==> config.mk <==
export PLATFORM = sky130hd
export DESIGN_NAME = serial_to_parallel_rx
export DESIGN_NICKNAME = d
export VERILOG_FILES = /design/src/rtl/serial_to_parallel_rx.sv
export SDC_FILE = /design/constraint.sdc
export NUM_CORES = 1
export LEC_CHECK = 0
export BUFFER_PORTS_ARGS = -buffer_cell sky130_fd_sc_hd__buf_2
export CAP_MARGIN = 20
export CORE_MARGIN = 2
export CORE_UTILIZATION = 60
export CTS_CLUSTER_SIZE = 28
export DETAILED_ROUTE_END_ITERATION = 8
export PLACE_DENSITY = 0.9
export SLEW_MARGIN = 0
export SYNTH_ARGS = -nofsm -noshare
export SYNTH_HDL_FRONTEND = slang
export SYNTH_SLANG_ARGS = --single-unit
==> constraint.sdc <==
create_clock -name clk_SP -period 2.7 [get_ports clk_SP]
set_clock_uncertainty 0.05 [all_clocks]
set_input_delay 0.54 -clock clk_SP [delete_from_list [all_inputs] [get_ports clk_SP]]
set_output_delay 0.54 -clock clk_SP [all_outputs]
set_load 0.005 [all_outputs]
==> src/rtl/serial_to_parallel_rx.sv <==
// Serial-to-parallel receiver. Takes an MSB-first bit stream, aligns to COM
// symbols, locks after N_COM aligned COMs and presents each received byte.
//
// state     | meaning
// ----------+---------------------------------------------------------------
// ST_SEARCH | hunting for a COM in any bit position; bit_cnt not trusted
// ST_SYNC   | aligned on a COM, counting consecutive COMs at byte boundaries
// ST_ACTIVE | locked; every boundary produces a strobe (data or idle)
module serial_to_parallel_rx #(
  parameter int               WIDTH = 8,
  parameter logic [WIDTH-1:0] COM   = 8'hBC,
  parameter int               N_COM = 4
) (
  input  logic             clk_SP,
  input  logic             reset,
  input  logic             data_in_SP,
  output logic [WIDTH-1:0] data_out_SP,
  output logic             valid_out_SP,
  output logic             byte_stb_SP,
  output logic             active_SP
);

  localparam int CW = (WIDTH > 1) ? $clog2(WIDTH) : 1;
  localparam int NW = $clog2(N_COM + 1);

  localparam logic [1:0] ST_SEARCH = 2'd0;
  localparam logic [1:0] ST_SYNC   = 2'd1;
  localparam logic [1:0] ST_ACTIVE = 2'd2;

  logic [1:0]       state_q, state_d;
  logic [WIDTH-1:0] sr_q, sr_d;
  logic [CW-1:0]    bit_cnt_q, bit_cnt_d;
  logic [NW-1:0]    com_cnt_q, com_cnt_d;
  logic [WIDTH-1:0] data_q, data_d;
  logic             valid_q, valid_d;
  logic             stb_q, stb_d;
  logic             active_q, active_d;

  logic [WIDTH-1:0] win;
  logic             boundary;
  logic             is_com;
  logic             lock_reached;

  // Window includes the bit being sampled on this edge.
  assign win          = {sr_q[WIDTH-2:0], data_in_SP};
  assign is_com       = (win == COM);
  assign boundary     = (bit_cnt_q == CW'(WIDTH - 1));
  assign lock_reached = ((32'(com_cnt_q) + 32'd1) == 32'(N_COM));

  // Next-state logic for alignment FSM, counters and output registers.
  always_comb begin
    state_d   = state_q;
    sr_d      = win;
    bit_cnt_d = boundary ? '0 : bit_cnt_q + CW'(1);
    com_cnt_d = com_cnt_q;
    data_d    = data_q;
    valid_d   = valid_q;
    stb_d     = 1'b0;
    active_d  = active_q;

    case (state_q)
      ST_SEARCH: begin
        if (is_com) begin
          // The COM just completed fixes the byte grid: next bit is bit 0.
          bit_cnt_d = '0;
          com_cnt_d = NW'(1);
          if (N_COM == 1) begin
            state_d  = ST_ACTIVE;
            active_d = 1'b1;
            stb_d    = 1'b1;
            valid_d  = 1'b0;
          end else begin
            state_d = ST_SYNC;
          end
        end
      end

      ST_SYNC: begin
        if (boundary) begin
          if (is_com) begin
            com_cnt_d = com_cnt_q + NW'(1);
            if (lock_reached) begin
              // The locking COM is itself reported as an idle byte.
              state_d  = ST_ACTIVE;
              active_d = 1'b1;
              stb_d    = 1'b1;
              valid_d  = 1'b0;
            end
          end else begin
            com_cnt_d = '0;
            state_d   = ST_SEARCH;
          end
        end
      end

      ST_ACTIVE: begin
        if (boundary) begin
          stb_d = 1'b1;
          if (is_com) begin
            valid_d = 1'b0;
          end else begin
            data_d  = win;
            valid_d = 1'b1;
          end
        end
      end

      default: begin
        state_d   = ST_SEARCH;
        com_cnt_d = '0;
        active_d  = 1'b0;
        valid_d   = 1'b0;
      end
    endcase
  end

  // State and datapath registers, cleared asynchronously.
  always_ff @(posedge clk_SP or posedge reset) begin
    if (reset) begin
      state_q   <= ST_SEARCH;
      sr_q      <= '0;
      bit_cnt_q <= '0;
      com_cnt_q <= '0;
      data_q    <= '0;
      valid_q   <= 1'b0;
      stb_q     <= 1'b0;
      active_q  <= 1'b0;
    end else begin
      state_q   <= state_d;
      sr_q      <= sr_d;
      bit_cnt_q <= bit_cnt_d;
      com_cnt_q <= com_cnt_d;
      data_q    <= data_d;
      valid_q   <= valid_d;
      stb_q     <= stb_d;
      active_q  <= active_d;
    end
  end

  assign data_out_SP  = data_q;
  assign valid_out_SP = valid_q;
  assign byte_stb_SP  = stb_q;
  assign active_SP    = active_q;

endmodule

## After elaboration in Yosys (flattened, before gate mapping)

Index checks and enable logic that the tools add are counted.

- $add $sub $neg: 3
- Equal/unequal tests: 11
- Multiplexer cells: 27
- Bitwise operators: 4
- Reduce and logical (&&, ||, !) cells: 7

Operators with widths:

| cell | number |
|---|---|
| $mux W3 | 6 |
| $mux W1 | 12 |
| $ne A2 B2 Y1 const B | 5 |
| $pmux W3 S3 | 1 |
| $eq A8 B8 Y1 const B | 1 |
| $mux W2 | 4 |
| $reduce_and A4 Y1 | 2 |
| $add A3 B1 Y3 const B | 2 |
| $pmux W2 S3 | 1 |
| $reduce_and A3 Y1 | 2 |
| $reduce_and A5 Y1 | 1 |
| $add A3 B1 Y4 const B | 1 |
| $eq A4 B3 Y1 const B | 1 |
| $not A1 Y1 | 4 |
| $pmux W1 S2 | 2 |
| $eq A3 B3 Y1 const B | 1 |
| $ne A3 B3 Y1 const B | 1 |
| $pmux W1 S3 | 1 |
| $eq A2 B1 Y1 const B | 1 |
| $eq A2 B2 Y1 const B | 1 |
| $logic_not A2 Y1 | 1 |
| $reduce_or A2 Y1 | 1 |

- Bits in registers: 26
- Input port bits: 3
- Output and inout port bits: 11
- Logic and storage cells: 60

## Depth between registers and ports, before layout

Gate-level depths: netlist of the first run.

- Depth in word-level cells: 6
- Gate-level depth with buffers: 7
- Gate-level depth less buffers: 6

## Worst setup path after synthesis of the first run

OpenSTA, ideal clock, no wires.

- Path kind: flip-flop to flip-flop
- Start: reg bit_cnt_q[0]
- End: reg com_cnt_q[2]
- Setup time: 0.122 ns
- Data arrival time: 1.472 ns
- Required time: 2.528 ns
- Slack: 1.056 ns
- Stages on the path, launching flop included: 7
- Clock period less this slack: 1.644 ns
- Cell sequence: dfrtp_1 > ha_1 > ha_1 > nor2b_1 > or2_1 > o21ai_1 > a32o_1

- Word-level cells in the longest chain between the ends: 3

RTL lines:

| element | RTL line | source |
|---|---|---|
| start, declared | 32 | `logic [CW-1:0] bit_cnt_q, bit_cnt_d;` |
| start signal, assigned | 131 | `bit_cnt_q <= bit_cnt_d;` |
| $eq A3 B3 Y1 | 47 | `assign boundary = (bit_cnt_q == CW'(WIDTH - 1));` |
| $ne A2 B2 Y1 (no source line) | n/a |  |
| $reduce_and A3 Y1 (no source line) | n/a |  |
| end signal, assigned | 132 | `com_cnt_q <= com_cnt_d;` |
| end, declared | 33 | `logic [NW-1:0] com_cnt_q, com_cnt_d;` |

No other way between the ends.
A chain may end at the register's enable or synchronous reset.

## Worst setup path in the final report of the first run

- Start: reg state_q[1]
- End: reg com_cnt_q[2]

- Word-level cells in the longest chain between the ends: 3
- Elaborated cells between the ends (all ways): 8

RTL lines:

| element | RTL line | source |
|---|---|---|
| start, declared | 30 | `logic [1:0] state_q, state_d;` |
| start signal, assigned | 129 | `state_q <= state_d;` |
| $eq A2 B1 Y1 (tied with other cells) | 61 | `case (state_q)` |
| $ne A2 B2 Y1 (no source line) or $not A1 Y1 (tied branches) | n/a |  |
| $reduce_and A3 Y1 (no source line) | n/a |  |

Parallel ways exist; a longest one is shown, timed or not.

==> run metrics, run 1 <==
status complete, no violations; Most used DFF post-synth dfrtp_1; period utilisation layout 70.3%; post-route cell area 0.00141 mm²; Worst path max stage delay about 0.44 ns; Port Buffers 13; Hold Crit Class input port to async pin; number of global-route vias before repair 807; clk sinks 26; first-pass GRT wire length between 4000 and 5000 µm; Clk Latency, worst-skew pair 0.32 ns; Final #Nets 121; all-layer global routing usage 22.2%; r2r worst-path depth 6; Worst-path clk slew 0.14 ns; Net Count, Synth 103; HPWL Detailed 1670 µm; Reg2Reg Setup Slack 0.80 ns; Crit. End Element flip-flop; Power, Total just under 800 µW; worst reg2reg path startpoint state_q[1]; dpl cell area 0.00134 mm²; Ports 14; RSZ-0062 raised after global routing false; Worst path slowest cell dfrtp_1; filler cell count in the final layout 130; # rows 16; die area 0.00247 mm²; Placeable Area 0.00196 mm²; post-synth top area share 52.0%; Initial Util 63.8%; share of the yosys chip area belonging to registers 52.0%; post-synthesis register bit count 26; Final setup viols 0; post-CTS sizing 0; share of post-route cells with drive strength above 1 30.9%; grt total ovfl 0; width of the die 49.7 µm; initial antenna violation count 0; Post-Syn Instances between 90 and 100; number of vias per cell slightly below 6; htree depth 1; worst slew pin tran about 0.39 ns; area of the multi-input gates roughly 580 µm²; Syn Area/Cell 13.5 µm²; TNS Setup 0 ns; Worst Setup Start Kind flip-flop; n_diodes 0; DR iter-0 viols 20; TritonCTS Buffers 3; DR vias 813; leading area contributor after synthesis dfrtp_1; post-DR wirelength/cell 17.5 µm; hold-fix buffers at CTS 0; Register Area 651 µm²; Remaining DRCs 0; CTS tree built; Peak supply drop 0.544 mV; gpl congestion 0.851; Netlist Area Pre-Place 0.00125 mm²; CP Class flip-flop to flip-flop; Area contributors post-synth dfrtp_1 (52%), mux2_4 (9.6%), ha_1 (7.0%), nor2_8 (3.2%), nand4bb_4 (2.2%); Post-synth EDFFs 0; Post-CTS Setup Repair Bufs 0; fmax 527 MHz; fin crit period between 1.5 and 2 ns; worst-path maximum fanout 11; FF-to-FF End com_cnt_q[2]; synth unique cells 33; Clock Tree Buf Depth 2; commonest cells after routing, fill and taps aside dfrtp_1 (26), buf_2 (13), mux2_4 (8); worst hold margin 0.0860 ns; CTS root buf clkbuf_4; Power per Cell Area 566 mW/mm²; Slew HR 74.2%; Detail Route Antenna Nets 0; Final Hold Viols 0; worst-path cell chain inv_1 > ha_1 > nor2b_1 > or2_1 > o21ai_1 > a32o_1; layout overhead on the synthesized area 12.4%; leakage power 0.693 nW; Ys Warns 0; max-slew violations 0; commonest non-fill, non-tap cell in the layout dfrtp_1; pin count of the biggest net entering global routing 27; iteration count of the initial detailed-routing pass 6; crit path DAT 2.08 ns; Max-cap violations 0; required time worst endpoint 2.88 ns; share of flip-flops with an asynchronous set or reset 100%; routed wire length 2400 µm; die height 49.7 µm
worst max-delay path: cells and delay by family, from the launching register on:
family | cells | cell delay [ns]
AND/OR/NAND/NOR | 2 | 0.51
flip-flops | 1 | 0.44
adder cells (fa/ha/maj) | 1 | 0.39
AO/OA/AOI/OAI | 2 | 0.33
buffers and inverters | 1 | 0.09
cell families after synthesis:
family          share of synthesized area (%)
compound gates                           11.5
flops                                    52.0
fa+ha+maj                                7.00
buf+inv                                  1.80
mux                                      9.60
simple gates                             18.1
metrics by stage:
stage,utilization (%),std cells,setup WS (ns)
finish,71.7,137,0.801
global route,71.7,137,0.667
CTS,70.3,136,0.814
detailed placement,68.4,132,0.849
global placement,68.4,132,0.952
floorplan,-,93,1.06
registers in the layout, summed over array words and instances (netlist names):
register,flops
active_SP,1
bit_cnt_q,3
byte_stb_SP,1
com_cnt_q,3
data_out_SP,8
sr_q,7
state_q,2
valid_out_SP,1
how the worst max path moves through the flow:
stage,from,end,slack (ns),cells past startpoint
2_1_floorplan,bit_cnt_q[0],com_cnt_q[2],1.06,6
3_3_place_gp,state_q[1],com_cnt_q[2],0.95,6
3_5_place_dp,state_q[1],com_cnt_q[2],0.85,6
4_1_cts,state_q[1],com_cnt_q[2],0.81,6
5_1_grt,state_q[1],com_cnt_q[2],0.67,6
6_report,state_q[1],com_cnt_q[2],0.80,6
layout make-up:
class	instances	area share, %
inverters	4	1.07
multi-input cells	62	41.1
well taps	27	2.40
flip-flops and latches	26	46.3
repair buffers	14	6.58
clock buffers	4	2.58
power by group:
part / total (mW) / internal, mW / switching, mW
sequential: 0.456 / 0.427 / 0.0293
combinational: 0.142 / 0.0636 / 0.0787
clock: 0.197 / 0.0825 / 0.115
cells in the mapped netlist, types with 2 or more instances:
library cell and instances:
a32o_1 2, inv_1 4, and2_1 3, nand2_1 6
dfrtp_1 26, o21ai_1 2, ha_1 7, nor2_1 7
mux2_4 8, a41oi_1 2, a21oi_1 2, nor2_8 2
a31oi_1 2
per-layer routing:
| metal | vias to the layer above | global-route usage, % | routed length, µm |
|---|---|---|---|
| met2 | 27 | 36.9 | 1290 |
| met5 | - | 0 | 0 |
| li1 | 373 | - | - |
| met3 | 8 | 1.82 | 74 |
| met4 | 0 | 10.2 | 51 |
| met1 | 405 | 29.6 | 983 |
(Power assumes the default switching activity.)
==> inputs of run 2 (changes only) <==
- ABC_AREA: not set -> 1
- CORE_UTILIZATION: 60 -> 56
- PLACE_DENSITY: 0.9 -> 0.86
- clock period: 2.7 -> 1.8 ns (I/O delays scaled with it)
==> run 2 against run 1 <==
Net effect:
- via count up 13%
- first-iteration DRC count increased by 20%
- die area grew 6.6%
- hold slack worse by 0.060 ns
- sequential power rose by 55%
- combinational power grew to 3.9 times the previous value
- critical path depth grew 3
- sequential share of layout area grew 0.88 points
- design area decreased by 1.9%
- critical endpoint is now valid_out_SP
==> run metrics, run 2 <==
status complete, no violations (unchanged); post-CTS sizing 0 (unchanged); filler cell count in the final layout 195 (was 130); top-count cell post-synth nand2_1 (was dfrtp_1); TritonCTS Buffers 3 (unchanged); Most used DFF post-synth dfrtp_1 (unchanged); CP Class flip-flop to flip-flop (unchanged); Crit. End Element flip-flop (unchanged); required time worst endpoint 1.96 ns (was 2.88 ns); Worst-path clk slew 0.13 ns (was 0.14 ns); top cells by count, synth nand2_1 (46), dfrtp_1 (26), inv_1 (21) (was dfrtp_1 (26), mux2_4 (8), ha_1 (7), nor2_1 (7), nand2_1 (6)); die height 51.3 µm (was 49.7 µm); grt total ovfl 0 (unchanged); HPWL Detailed 1610 µm (was 1670 µm); DR vias 920 (was 813); Clock Tree Buf Depth 2 (unchanged); layout overhead on the synthesized area 10.3% (was 12.4%); all-layer global routing usage 18.0% (was 22.2%); Area contributors post-synth dfrtp_1 (52%), nand2_1 (14%), ha_1 (7.0%), inv_1 (6.3%), nand3_1 (5.2%) (was dfrtp_1 (52%), mux2_4 (9.6%), ha_1 (7.0%), nor2_8 (3.2%), nand4bb_4 (2.2%)); area of the multi-input gates 483 µm² (was 578 µm²); Post-synth EDFFs 0 (unchanged); htree depth 1 (unchanged); Net Count, Synth 147 (was 103); Worst path max stage delay 0.44 ns (about the same); # rows 17 (was 16); critical path startpoint com_cnt_q[0] (was state_q[1]); Reg2Reg Setup Slack 0.28 ns (was 0.80 ns); FF-to-FF End valid_out_SP (was com_cnt_q[2]); crit path DAT 1.68 ns (was 2.08 ns); Final Hold Viols 0 (unchanged); max reg flops 8 (unchanged); Worst Setup Start Kind flip-flop (unchanged); commonest non-fill, non-tap cell in the layout nand2_1 (was dfrtp_1); share of the yosys chip area belonging to registers 52.0% (unchanged); Clk Latency, worst-skew pair 0.31 ns (was 0.32 ns); period utilisation layout 84.6% (was 70.3%); RSZ-0062 raised after global routing false (unchanged); Power per Cell Area 1110 mW/mm² (was 566 mW/mm²); Ys Warns 0 (unchanged); worst-path cell chain ha_1 > inv_1 > nand2_1 > nand2_1 > nand3_1 > nand2_1 > nand2_1 > o21bai_1 > nand2_1 (was inv_1 > ha_1 > nor2b_1 > or2_1 > o21ai_1 > a32o_1); n_diodes 0 (unchanged); r2r worst-path depth 9 (was 6); worst-path maximum fanout 4 (was 11); post-synthesis register bit count 26 (unchanged); Port Buffers 13 (unchanged); CTS root buf clkbuf_4 (unchanged); post-synth top area share 52.0% (unchanged); Final #Nets 165 (was 121); Ports 14 (unchanged); iteration count of the initial detailed-routing pass 4 (was 6); Detail Route Antenna Nets 0 (unchanged); Initial Util 57.7% (was 63.8%); CTS tree built (unchanged); leakage power 0.795 nW (was 0.693 nW); Syn Area/Cell 9.13 µm² (was 13.5 µm²); gpl congestion 0.891 (was 0.851); worst reg2reg path startpoint com_cnt_q[0] (was state_q[1]); first-pass GRT wire length 3560 µm (was 4050 µm); Placeable Area 0.00217 mm² (was 0.00196 mm²); Post-Syn Instances 137 (was 93); leading area contributor after synthesis dfrtp_1 (unchanged); hold-fix buffers at CTS 0 (unchanged); share of post-route cells with drive strength above 1 19.5% (was 30.9%); TNS Setup 0 ns (unchanged); initial antenna violation count 0 (unchanged); routed wire length 2040 µm (was 2400 µm); max-slew violations 0 (unchanged); post-DR wirelength/cell 11.2 µm (was 17.5 µm); Post-CTS Setup Repair Bufs 0 (unchanged); Hold Crit Class input port to async pin (unchanged); Netlist Area Pre-Place 0.00125 mm² (unchanged); CP endpoint valid_out_SP (was com_cnt_q[2]); fin crit period 1.52 ns (was 1.90 ns); most frequent CP cell nand2_1; Remaining DRCs 0 (unchanged); commonest cells after routing, fill and taps aside nand2_1 (46), dfrtp_1 (26), inv_1 (21) (was dfrtp_1 (26), buf_2 (13), mux2_4 (8)); final worst slack 0.277 ns (was 0.801 ns); Slew HR 78.8% (was 74.2%); Final setup viols 0 (unchanged); die area 0.00263 mm² (was 0.00247 mm²); synth unique cells 19 (was 33); pin count of the biggest net entering global routing 27 (unchanged); number of global-route vias before repair 877 (was 807); clk sinks 26 (unchanged); Peak supply drop 0.917 mV (was 0.544 mV); Register Area 651 µm² (unchanged); pre-CTS setup slack 0.321 ns (was 0.849 ns); DR iter-0 viols 24 (was 20); width of the die 51.3 µm (was 49.7 µm); worst slew pin tran 0.318 ns (was 0.388 ns); number of vias per cell 5.05 (was 5.93); Worst path slowest cell dfrtp_1 (unchanged); fmax 657 MHz (was 527 MHz); Max-cap violations 0 (unchanged); share of flip-flops with an asynchronous set or reset 100% (unchanged)
-- run 2: changes by cell type in the layout (fill, tap and decap cells not counted), sizes merged, moves of 3 or more --
cell / delta
mux2: -8
nor2: -4
inv: +20
and2: -4
nand3: +12
nand2: +42
o21ai: +3
-- run 2: cell type report --
class / instances / share of cell area [%]
Clock buffer: 4 / 2.63
Inverter: 24 / 6.89
Multi-Input combinational cell: 85 / 35.0
Sequential cell: 26 / 47.1
Tap cell: 28 / 2.54
Timing Repair Buffer: 15 / 5.80
-- run 2: how the worst min path moves through the flow --
| stage | endpoint | slack (ns) | depth (start not counted) |
|---|---|---|---|
| finish | data_out_SP[7] | 0.03 | 3 |
| global route | data_out_SP[6] | 0.05 | 3 |
| CTS | data_out_SP[7] | 0.02 | 3 |
| detailed placement | sr_q[1] | 0.33 | 0 |
| global placement | sr_q[6] | 0.31 | 0 |
| floorplan | sr_q[1] | 0.30 | 0 |
-- run 2: critical path: cells and delay by family, from the launching register on --
| kind | cells | cell delay [ns] |
|---|---|---|
| AND/OR/NAND/NOR | 6 | 0.51 |
| flip-flops | 1 | 0.44 |
| adder cells (fa/ha/maj) | 1 | 0.23 |
| AO/OA/AOI/OAI | 1 | 0.13 |
| buffers and inverters | 1 | 0.05 |
-- run 2: cells by family (layout without fill, tap and decap cells) --
family                   after synthesis  after routing  share of synthesized area [%]
AND/OR/NAND/NOR                       66             66                           24.6
adder cells (fa/ha/maj)                7              7                           7.00
AO/OA/AOI/OAI                         12             12                           7.00
buffers and inverters                 26             43                           9.40
flip-flops                            26             26                           52.0
-- run 2: per-layer routing --
layer	up-vias	track usage, %	wire length (µm)
li1	451	-	-
met1	439	19.7	840
met2	28	34.2	1100
met3	2	3.22	92
met4	0	6.58	8
met5	-	0	0
-- run 2: power breakdown --
group	switching, mW	total, mW	leakage, nW	internal (mW)
Combinational	0.345	0.549	0.441	0.204
Clock	0.155	0.279	0.0210	0.123
Sequential	0.0465	0.709	0.333	0.662
Total	0.547	1.54	0.795	0.990
-- run 2: per-stage QoR --
stage / instances / utilization, % / total power [mW] / hold WS, ns / area (µm²)
after floorplan: 137 / - / 1.14 / 0.304 / 1250
after global placement: 178 / 61.9 / 1.23 / 0.312 / 1340
after detailed placement: 178 / 61.9 / 1.27 / 0.325 / 1340
after CTS: 182 / 63.6 / 1.55 / 0.0181 / 1380
after global routing: 182 / 63.6 / 1.66 / 0.0508 / 1380
final: 182 / 63.6 / 1.54 / 0.0255 / 1380
